[config.mk]
export PLATFORM = sky130hd
export DESIGN_NAME = rv32m_iter_muldiv_flat
export DESIGN_NICKNAME = d
export VERILOG_FILES = /design/src/rtl/rv32m_iter_muldiv_pkg.sv /design/src/rtl/rv32m_iter_muldiv_if.sv /design/src/rtl/rv32m_iter_muldiv_div_core.sv /design/src/rtl/rv32m_iter_muldiv.sv /design/src/flat_wrapper.sv
export SDC_FILE = /design/constraint.sdc
export NUM_CORES = 2
export LEC_CHECK = 0
export BUFFER_PORTS_ARGS = -buffer_cell sky130_fd_sc_hd__buf_2
export CORE_MARGIN = 5
export CORE_UTILIZATION = 45
export CTS_BUF_LIST = sky130_fd_sc_hd__clkbuf_4 sky130_fd_sc_hd__clkbuf_8
export CTS_CLUSTER_DIAMETER = 50
export DETAILED_ROUTE_END_ITERATION = 10
export GPL_ROUTABILITY_DRIVEN = 0
export MAX_ROUTING_LAYER = met4
export SKIP_CTS_REPAIR_TIMING = 1
export SYNTH_ARGS = -nofsm -noshare
export SYNTH_HDL_FRONTEND = slang
export SYNTH_SLANG_ARGS = --single-unit
[constraint.sdc]
create_clock -name clk -period 18.4 [get_ports clk]
set_input_delay 1.84 -clock clk [delete_from_list [all_inputs] [get_ports clk]]
set_output_delay 1.84 -clock clk [all_outputs]
set_load 0.03 [all_outputs]
[src/rtl/rv32m_iter_muldiv_pkg.sv]
// Shared encodings for the RV32M execution unit: funct3 ops, FSM states,
// divider iteration count and the latched divide context.
package rv32m_pkg;

  localparam logic [2:0] MUL    = 3'b000;
  localparam logic [2:0] MULH   = 3'b001;
  localparam logic [2:0] MULHSU = 3'b010;
  localparam logic [2:0] MULHU  = 3'b011;
  localparam logic [2:0] DIV    = 3'b100;
  localparam logic [2:0] DIVU   = 3'b101;
  localparam logic [2:0] REM    = 3'b110;
  localparam logic [2:0] REMU   = 3'b111;

  localparam int DIV_ITERS = 32;

  typedef enum logic [1:0] {
    IDLE    = 2'd0,
    DIV_RUN = 2'd1,
    FINISH  = 2'd2
  } state_t;

  // What the FINISH state needs to turn the unsigned core result into
  // the architectural answer.
  typedef struct packed {
    logic is_rem;
    logic q_neg;
    logic r_neg;
  } div_ctx_t;

  // funct3[0] clear marks the signed divide ops (DIV, REM).
  function automatic logic is_signed_div(input logic [2:0] f3);
    return f3[2] & ~f3[0];
  endfunction

endpackage

[src/rtl/rv32m_iter_muldiv_if.sv]
// Core <-> RV32M unit handshake and result bus.
interface rv32m_iter_muldiv_if #(parameter int WIDTH = 32);
  logic             start;
  logic [2:0]       funct3;
  logic [WIDTH-1:0] SrcA;
  logic [WIDTH-1:0] SrcB;
  logic             busy;
  logic             done;
  logic [WIDTH-1:0] ALUResult_M;
  logic             Zero_M;

  modport master (
    output start, funct3, SrcA, SrcB,
    input  busy, done, ALUResult_M, Zero_M
  );

  modport slave (
    input  start, funct3, SrcA, SrcB,
    output busy, done, ALUResult_M, Zero_M
  );
endinterface

[src/rtl/rv32m_iter_muldiv_div_core.sv]
// Unsigned restoring divider datapath: one quotient bit per run cycle.
// The quotient register starts as the dividend and shifts the quotient
// bits in from the bottom as the dividend bits leave through the top.
module rv32m_div_core
  import rv32m_pkg::*;
#(
  parameter int WIDTH = 32
) (
  input  logic             clk,
  input  logic             reset,
  input  logic             load,
  input  logic             run,
  input  logic [WIDTH-1:0] dividend,
  input  logic [WIDTH-1:0] divisor,
  output logic [WIDTH-1:0] quotient,
  output logic [WIDTH-1:0] remainder,
  output logic             last
);

  localparam int CW = $clog2(DIV_ITERS);

  logic [WIDTH-1:0] rem_q, quo_q, dvs_q;
  logic [CW-1:0]    cnt_q;
  logic [WIDTH:0]   shifted, diff;

  // Trial subtract of the divisor from the shifted partial remainder;
  // a borrow (diff MSB) means this quotient bit is zero.
  always_comb begin
    shifted = {rem_q, quo_q[WIDTH-1]};
    diff    = shifted - {1'b0, dvs_q};
  end

  // Load operands on accept, then iterate once per run cycle.
  always_ff @(posedge clk) begin
    if (reset) begin
      rem_q <= '0;
      quo_q <= '0;
      dvs_q <= '0;
      cnt_q <= '0;
    end else if (load) begin
      rem_q <= '0;
      quo_q <= dividend;
      dvs_q <= divisor;
      cnt_q <= '0;
    end else if (run) begin
      if (!diff[WIDTH]) begin
        rem_q <= diff[WIDTH-1:0];
        quo_q <= {quo_q[WIDTH-2:0], 1'b1};
      end else begin
        rem_q <= shifted[WIDTH-1:0];
        quo_q <= {quo_q[WIDTH-2:0], 1'b0};
      end
      cnt_q <= cnt_q + 1'b1;
    end
  end

  assign quotient  = quo_q;
  assign remainder = rem_q;
  assign last      = (cnt_q == CW'(DIV_ITERS - 1));

endmodule

[src/rtl/rv32m_iter_muldiv.sv]
// RV32M execution unit: single-cycle multiplies and divide special cases,
// 32-iteration restoring divide for everything else. busy stalls the core
// while the divider iterates; done pulses when ALUResult_M is fresh.
module rv32m_iter_muldiv
  import rv32m_pkg::*;
#(
  parameter int WIDTH = 32
) (
  input  logic                  clk,
  input  logic                  reset,
  rv32m_iter_muldiv_if.slave    bus
);

  localparam logic [WIDTH-1:0] INT_MIN = {1'b1, {(WIDTH-1){1'b0}}};

  state_t            state_q, state_nxt;
  div_ctx_t          ctx_q;
  logic              done_q, zero_q;
  logic [WIDTH-1:0]  res_q, res_nxt;
  logic              res_we, div_load, div_run, div_last;

  logic [2:0]        f3;
  logic [WIDTH-1:0]  a, b;
  logic              is_div, sdiv, is_rem, b_zero, ovf;
  logic              a_sx, b_sx, a_neg, b_neg;
  logic [2*WIDTH-1:0] prod;
  logic [WIDTH-1:0]  mul_res, spec_res, dvd_abs, dvs_abs;
  logic [WIDTH-1:0]  quo, rem, fin_q, fin_r, fin_res;

  assign f3 = bus.funct3;
  assign a  = bus.SrcA;
  assign b  = bus.SrcB;

  // Op decode, multiplier and divide special-case results.
  always_comb begin
    is_div = f3[2];
    sdiv   = is_signed_div(f3);
    is_rem = f3[1];
    b_zero = (b == '0);
    ovf    = sdiv && (a == INT_MIN) && (b == '1);

    a_sx = ((f3 == MULH) || (f3 == MULHSU)) && a[WIDTH-1];
    b_sx = (f3 == MULH) && b[WIDTH-1];
    prod = {{WIDTH{a_sx}}, a} * {{WIDTH{b_sx}}, b};
    mul_res = (f3 == MUL) ? prod[WIDTH-1:0] : prod[2*WIDTH-1:WIDTH];

    if (b_zero) spec_res = is_rem ? a : '1;
    else        spec_res = is_rem ? '0 : INT_MIN;

    a_neg   = sdiv && a[WIDTH-1];
    b_neg   = sdiv && b[WIDTH-1];
    dvd_abs = a_neg ? -a : a;
    dvs_abs = b_neg ? -b : b;
  end

  rv32m_div_core #(.WIDTH(WIDTH)) u_div (
    .clk       (clk),
    .reset     (reset),
    .load      (div_load),
    .run       (div_run),
    .dividend  (dvd_abs),
    .divisor   (dvs_abs),
    .quotient  (quo),
    .remainder (rem),
    .last      (div_last)
  );

  // Sign fix-up of the unsigned core result and quotient/remainder select.
  always_comb begin
    fin_q   = ctx_q.q_neg ? -quo : quo;
    fin_r   = ctx_q.r_neg ? -rem : rem;
    fin_res = ctx_q.is_rem ? fin_r : fin_q;
  end

  // Next-state and result-write decisions.
  always_comb begin
    state_nxt = state_q;
    res_we    = 1'b0;
    res_nxt   = '0;
    div_load  = 1'b0;
    div_run   = 1'b0;
    case (state_q)
      IDLE: begin
        if (bus.start) begin
          if (!is_div) begin
            res_we  = 1'b1;
            res_nxt = mul_res;
          end else if (b_zero || ovf) begin
            res_we  = 1'b1;
            res_nxt = spec_res;
          end else begin
            div_load  = 1'b1;
            state_nxt = DIV_RUN;
          end
        end
      end
      DIV_RUN: begin
        div_run = 1'b1;
        if (div_last) state_nxt = FINISH;
      end
      FINISH: begin
        res_we    = 1'b1;
        res_nxt   = fin_res;
        state_nxt = IDLE;
      end
      default: state_nxt = IDLE;
    endcase
  end

  // State, done pulse, result and divide context registers.
  always_ff @(posedge clk) begin
    if (reset) begin
      state_q <= IDLE;
      done_q  <= 1'b0;
      res_q   <= '0;
      zero_q  <= 1'b1;
      ctx_q   <= '0;
    end else begin
      state_q <= state_nxt;
      done_q  <= res_we;
      if (res_we) begin
        res_q  <= res_nxt;
        zero_q <= (res_nxt == '0);
      end
      if (div_load) begin
        ctx_q.is_rem <= is_rem;
        ctx_q.q_neg  <= a_neg ^ b_neg;
        ctx_q.r_neg  <= a_neg;
      end
    end
  end

  assign bus.busy        = (state_q == DIV_RUN);
  assign bus.done        = done_q;
  assign bus.ALUResult_M = res_q;
  assign bus.Zero_M      = zero_q;

endmodule

[src/flat_wrapper.sv]
// flat-port wrapper written by rule: the top's interface ports become plain ports
module rv32m_iter_muldiv_flat import rv32m_pkg::*;
#(
  parameter int WIDTH = 32
)
  (clk, reset, bus_start, bus_funct3, bus_SrcA, bus_SrcB, bus_busy, bus_done, bus_ALUResult_M, bus_Zero_M);
  rv32m_iter_muldiv_if #(.WIDTH(WIDTH)) bus_i ();
  input  logic clk;
  input  logic reset;
  input wire logic [$bits(bus_i.start)-1:0] bus_start;
  input wire logic [$bits(bus_i.funct3)-1:0] bus_funct3;
  input wire logic [$bits(bus_i.SrcA)-1:0] bus_SrcA;
  input wire logic [$bits(bus_i.SrcB)-1:0] bus_SrcB;
  output wire logic [$bits(bus_i.busy)-1:0] bus_busy;
  output wire logic [$bits(bus_i.done)-1:0] bus_done;
  output wire logic [$bits(bus_i.ALUResult_M)-1:0] bus_ALUResult_M;
  output wire logic [$bits(bus_i.Zero_M)-1:0] bus_Zero_M;
  assign bus_i.start = bus_start;
  assign bus_i.funct3 = bus_funct3;
  assign bus_i.SrcA = bus_SrcA;
  assign bus_i.SrcB = bus_SrcB;
  assign bus_busy = bus_i.busy;
  assign bus_done = bus_i.done;
  assign bus_ALUResult_M = bus_i.ALUResult_M;
  assign bus_Zero_M = bus_i.Zero_M;
  rv32m_iter_muldiv #(.WIDTH(WIDTH)) u_core (.clk(clk), .reset(reset), .bus(bus_i));
endmodule
==> flow_summary_export.csv <==
group,metric,value,unit
yosys,synth_top_flop_cell,"sky130_fd_sc_hd__dfxtp_1",
clock_tree,root_buffer,"sky130_fd_sc_hd__clkbuf_8",
grt,via_count_of_the_first_global_routing_pass,41930,
floorplanning,die_h,342.6,µm
floorplanning,floorplan.die_area,117300,µm²
finish,synth_to_layout_area_growth,3.922,%
timing,worst_slew_pin_slew,1.149,ns
yosys,number_of_storage_elements_in_the_synthesis_netlist,140,
timing,finalClockSkew,0.02252,ns
floorplanning,initial_core_util,45.16,%
worst_setup_path,crit_fanout,28,
grt,gr-usage-all-layers,28.51,%
worst_setup_path,setup_crit_path_kind,"in -> reg",
grt,grt_pass1_wl,250.9,mm
floorplanning,io_pins,105,
worst_setup_path,critPathArrivalTime,11.84,ns
timing,setup-tns-final,0,ns
place,port_buffer_count,104,
yosys,synth_top_area_cell,"sky130_fd_sc_hd__fa_1",
finish,drive_gt1_share,4.454,%
hold_path,worstHoldPathType,"reg -> reg",
route,drc,0,
timing,grt_setup_unrepaired,"no",
floorplanning,std_cell_rows,122,
route,route.antenna.remaining_nets,0,
finish,post-route-cell-area,51720,µm²
clock_tree,cts-htree-levels,4,
yosys,yosysSeqAreaShare,5.631,%
timing,timing_max_transition_violations_final,0,
worst_setup_path,critPathRequiredTime,18.87,ns
clock_tree,clock_sinks,140,
route,vias_per_cell,5.597,
timing,final_period_minus_worst_setup_slack,11.37,ns
yosys,synth_warnings,0,
route,num_vias,40580,
grt,antenna_found_initial,18,
yosys,count_of_flip_flops_with_a_built_in_enable_after_synthesis,0,
floorplanning,floorplan.core_area,110200,µm²
route,detailedRoute.firstPassIterationCount,8,
yosys,syn_nets,7366,
place,dpl-instance-area,51280,µm²
clock_tree,clock_path_buffers,2,
flow_run,drv.max_cap_violation_count,0,
outcome,outcome,"finished, final reports clean",
yosys,postSynthAreaPerCell,8.408,µm²
finish,nNetsFinal,7181,
finish,fill_cells,11030,
timing,timing.slew.headroom,23.40,%
route,drt_iter0_drc,3749,
grt,grt_start_max_net_pins,70,
clock_tree,worstSkewPairLatency,0.52,ns
yosys,share_of_synthesized_registers_carrying_an_async_set_or_reset,0,%
yosys,synth.lib_cells_used.distinct,89,
place,dp_hpwl,121.6,mm
clock_tree,clkSlewWorstSetupHoldPaths,0.10,ns
floorplanning,die_width,342.6,µm
timing,hold_viol,0,
timing,maxClockFrequency,0.08795,GHz
worst_setup_path,timing.critical_path.to_type,"flop",
yosys,netlist.area_leader.share,45.29,%
route,aggregate_routed_wire_length,158.7,mm
worst_setup_path,setup.worst_path.start_class,"primary input",
yosys,syn_area,49770,µm²
route,avgRoutedWirePerCell,21.89,µm
clock_tree,numCtsBuffers,17,
clock_tree,cts_tree,"yes",
yosys,synth.area.top_cells,"sky130_fd_sc_hd__fa_1, sky130_fd_sc_hd__inv_1, sky130_fd_sc_hd__nand2_1, sky130_fd_sc_hd__ha_1, sky130_fd_sc_hd__dfxtp_1",
timing,final-setup-viol-count,0,
yosys,gate_count_after_technology_mapping,5919,
grt,grt_overflow_total,0,
timing,final_min_period_over_clock_period,61.80,%
==> sequential cells by signal, indices dropped and copies added, names as in the netlist <==
register and cells:
u_core.bus.ALUResult_M 32, u_core.u_div.dvs_q 32, u_core.u_div.quotient 32, u_core.u_div.remainder 32, u_core.u_div.cnt_q 5, u_core.ctx_q 3, u_core.state_q 2, u_core.bus.Zero_M 1
u_core.bus.done 1
==> worst max-delay path, stage by stage <==
cell                       delay [ns]
sky130_fd_sc_hd__buf_2           0.27
sky130_fd_sc_hd__nor3b_2         0.65
sky130_fd_sc_hd__nand2_1         0.26
sky130_fd_sc_hd__fa_1            0.59
sky130_fd_sc_hd__fa_1            0.51
sky130_fd_sc_hd__inv_1           0.07
sky130_fd_sc_hd__fa_1            0.77
sky130_fd_sc_hd__inv_1           0.27
sky130_fd_sc_hd__fa_1            0.66
sky130_fd_sc_hd__inv_1           0.51
sky130_fd_sc_hd__fa_1            0.55
sky130_fd_sc_hd__fa_1            0.51
sky130_fd_sc_hd__fa_1            0.50
sky130_fd_sc_hd__inv_1           0.05
sky130_fd_sc_hd__fa_1            0.47
sky130_fd_sc_hd__inv_1           0.05
sky130_fd_sc_hd__ha_1            0.36
sky130_fd_sc_hd__a21oi_1         0.21
sky130_fd_sc_hd__o21ai_0         0.18
sky130_fd_sc_hd__or3_1           0.40
sky130_fd_sc_hd__a31o_2          0.22
sky130_fd_sc_hd__o211ai_1        0.19
sky130_fd_sc_hd__nand4_1         0.13
sky130_fd_sc_hd__a31oi_1         0.23
sky130_fd_sc_hd__or4b_1          0.48
sky130_fd_sc_hd__or4_1           0.48
sky130_fd_sc_hd__nor4_1          0.26
sky130_fd_sc_hd__a211o_1         0.13
==> stage by stage <==
stage / hold slack [ns] / instances / util (%) / worst slack (ns)
floorplan: 0.4319 / 5919 / - / 7.113
global placement: 0.4440 / 7203 / 46.53 / 6.707
detailed placement: 0.4474 / 7203 / 46.53 / 6.537
CTS: 0.4598 / 7235 / 46.89 / 7.065
global route: 0.4734 / 7245 / 46.92 / 6.526
finish: 0.4589 / 7250 / 46.93 / 7.029
==> Yosys cell counts, types with 92 or more instances <==
master,number
sky130_fd_sc_hd__nor2_1,231
sky130_fd_sc_hd__fa_1,1126
sky130_fd_sc_hd__xor2_1,92
sky130_fd_sc_hd__clkbuf_1,282
sky130_fd_sc_hd__inv_1,1233
sky130_fd_sc_hd__dfxtp_1,140
sky130_fd_sc_hd__o21ai_0,159
sky130_fd_sc_hd__and2_1,319
sky130_fd_sc_hd__a21oi_1,235
sky130_fd_sc_hd__nand2_1,960
sky130_fd_sc_hd__ha_1,251
sky130_fd_sc_hd__xnor2_1,112
==> layout make-up <==
type	count	area [µm²]	share of cell area, %
diodes	15	37.54	0.07257
clock buffers	17	234.0	0.4524
clock inverters	15	170.2	0.3290
inverters	1233	4628	8.948
multi-input cells	4164	40910	79.09
flip-flops and latches	140	2804	5.421
well taps	1488	1862	3.600
repair buffers	178	1079	2.085
==> final timing paths <==
check / from / to / slack, ns / cells past startpoint
min: u_core.u_div.dvs_q[30] / u_core.u_div.dvs_q[30] / 0.46 / 2
max: bus_funct3[2] / u_core.bus.Zero_M / 7.03 / 28
min reg2reg: u_core.u_div.dvs_q[30] / u_core.u_div.dvs_q[30] / 0.46 / 2
max reg2reg: u_core.u_div.quotient[31] / u_core.u_div.remainder[27] / 13.72 / 16
==> metal layers <==
metal	global-route usage, %	wire (µm)	share of wire [%]	up-vias
li1	-	-	-	17610
met1	38.01	65320	41	20850
met2	43.84	72200	45	1749
met3	4.884	13590	8.6	364
met4	10.97	7590	4.8	0
met5	-	0	0	-
==> cells in the final DEF (no fill, tap or decap), types with 18 or more instances in the layout <==
cell / instances
sky130_fd_sc_hd__nand2b_1: 21
sky130_fd_sc_hd__o211ai_1: 28
sky130_fd_sc_hd__xnor2_1: 111
sky130_fd_sc_hd__a22oi_1: 29
sky130_fd_sc_hd__mux2i_1: 28
sky130_fd_sc_hd__buf_4: 75
sky130_fd_sc_hd__a21oi_1: 235
sky130_fd_sc_hd__ha_1: 251
sky130_fd_sc_hd__o31ai_1: 35
sky130_fd_sc_hd__nand2_1: 960
sky130_fd_sc_hd__o41ai_1: 19
sky130_fd_sc_hd__o21ai_0: 159
sky130_fd_sc_hd__fa_1: 1126
sky130_fd_sc_hd__and2_1: 319
sky130_fd_sc_hd__dfxtp_1: 139
sky130_fd_sc_hd__or3_1: 21
sky130_fd_sc_hd__buf_2: 103
sky130_fd_sc_hd__nor3_1: 47
sky130_fd_sc_hd__a211oi_1: 57
sky130_fd_sc_hd__and3_1: 21
sky130_fd_sc_hd__nand4_1: 41
sky130_fd_sc_hd__nand3_1: 36
sky130_fd_sc_hd__inv_1: 1232
sky130_fd_sc_hd__nor2_1: 228
sky130_fd_sc_hd__nor2b_1: 18
sky130_fd_sc_hd__a21o_1: 27
sky130_fd_sc_hd__xor2_1: 92
sky130_fd_sc_hd__o21bai_1: 20
==> cells by family after synthesis <==
family	synth area share, %
muxes	0.6310
AOI/OAI and AO/OA	9.455
adders and majority gates	51.60
buffers and inverters	12.23
xor gates and xnor gates	3.635
DFF	5.631
and+or+nand+nor	16.82
Power is left out: the tool's default activity adds up to more than one toggle a clock period on the data nets, which glitch-free logic cannot reach.
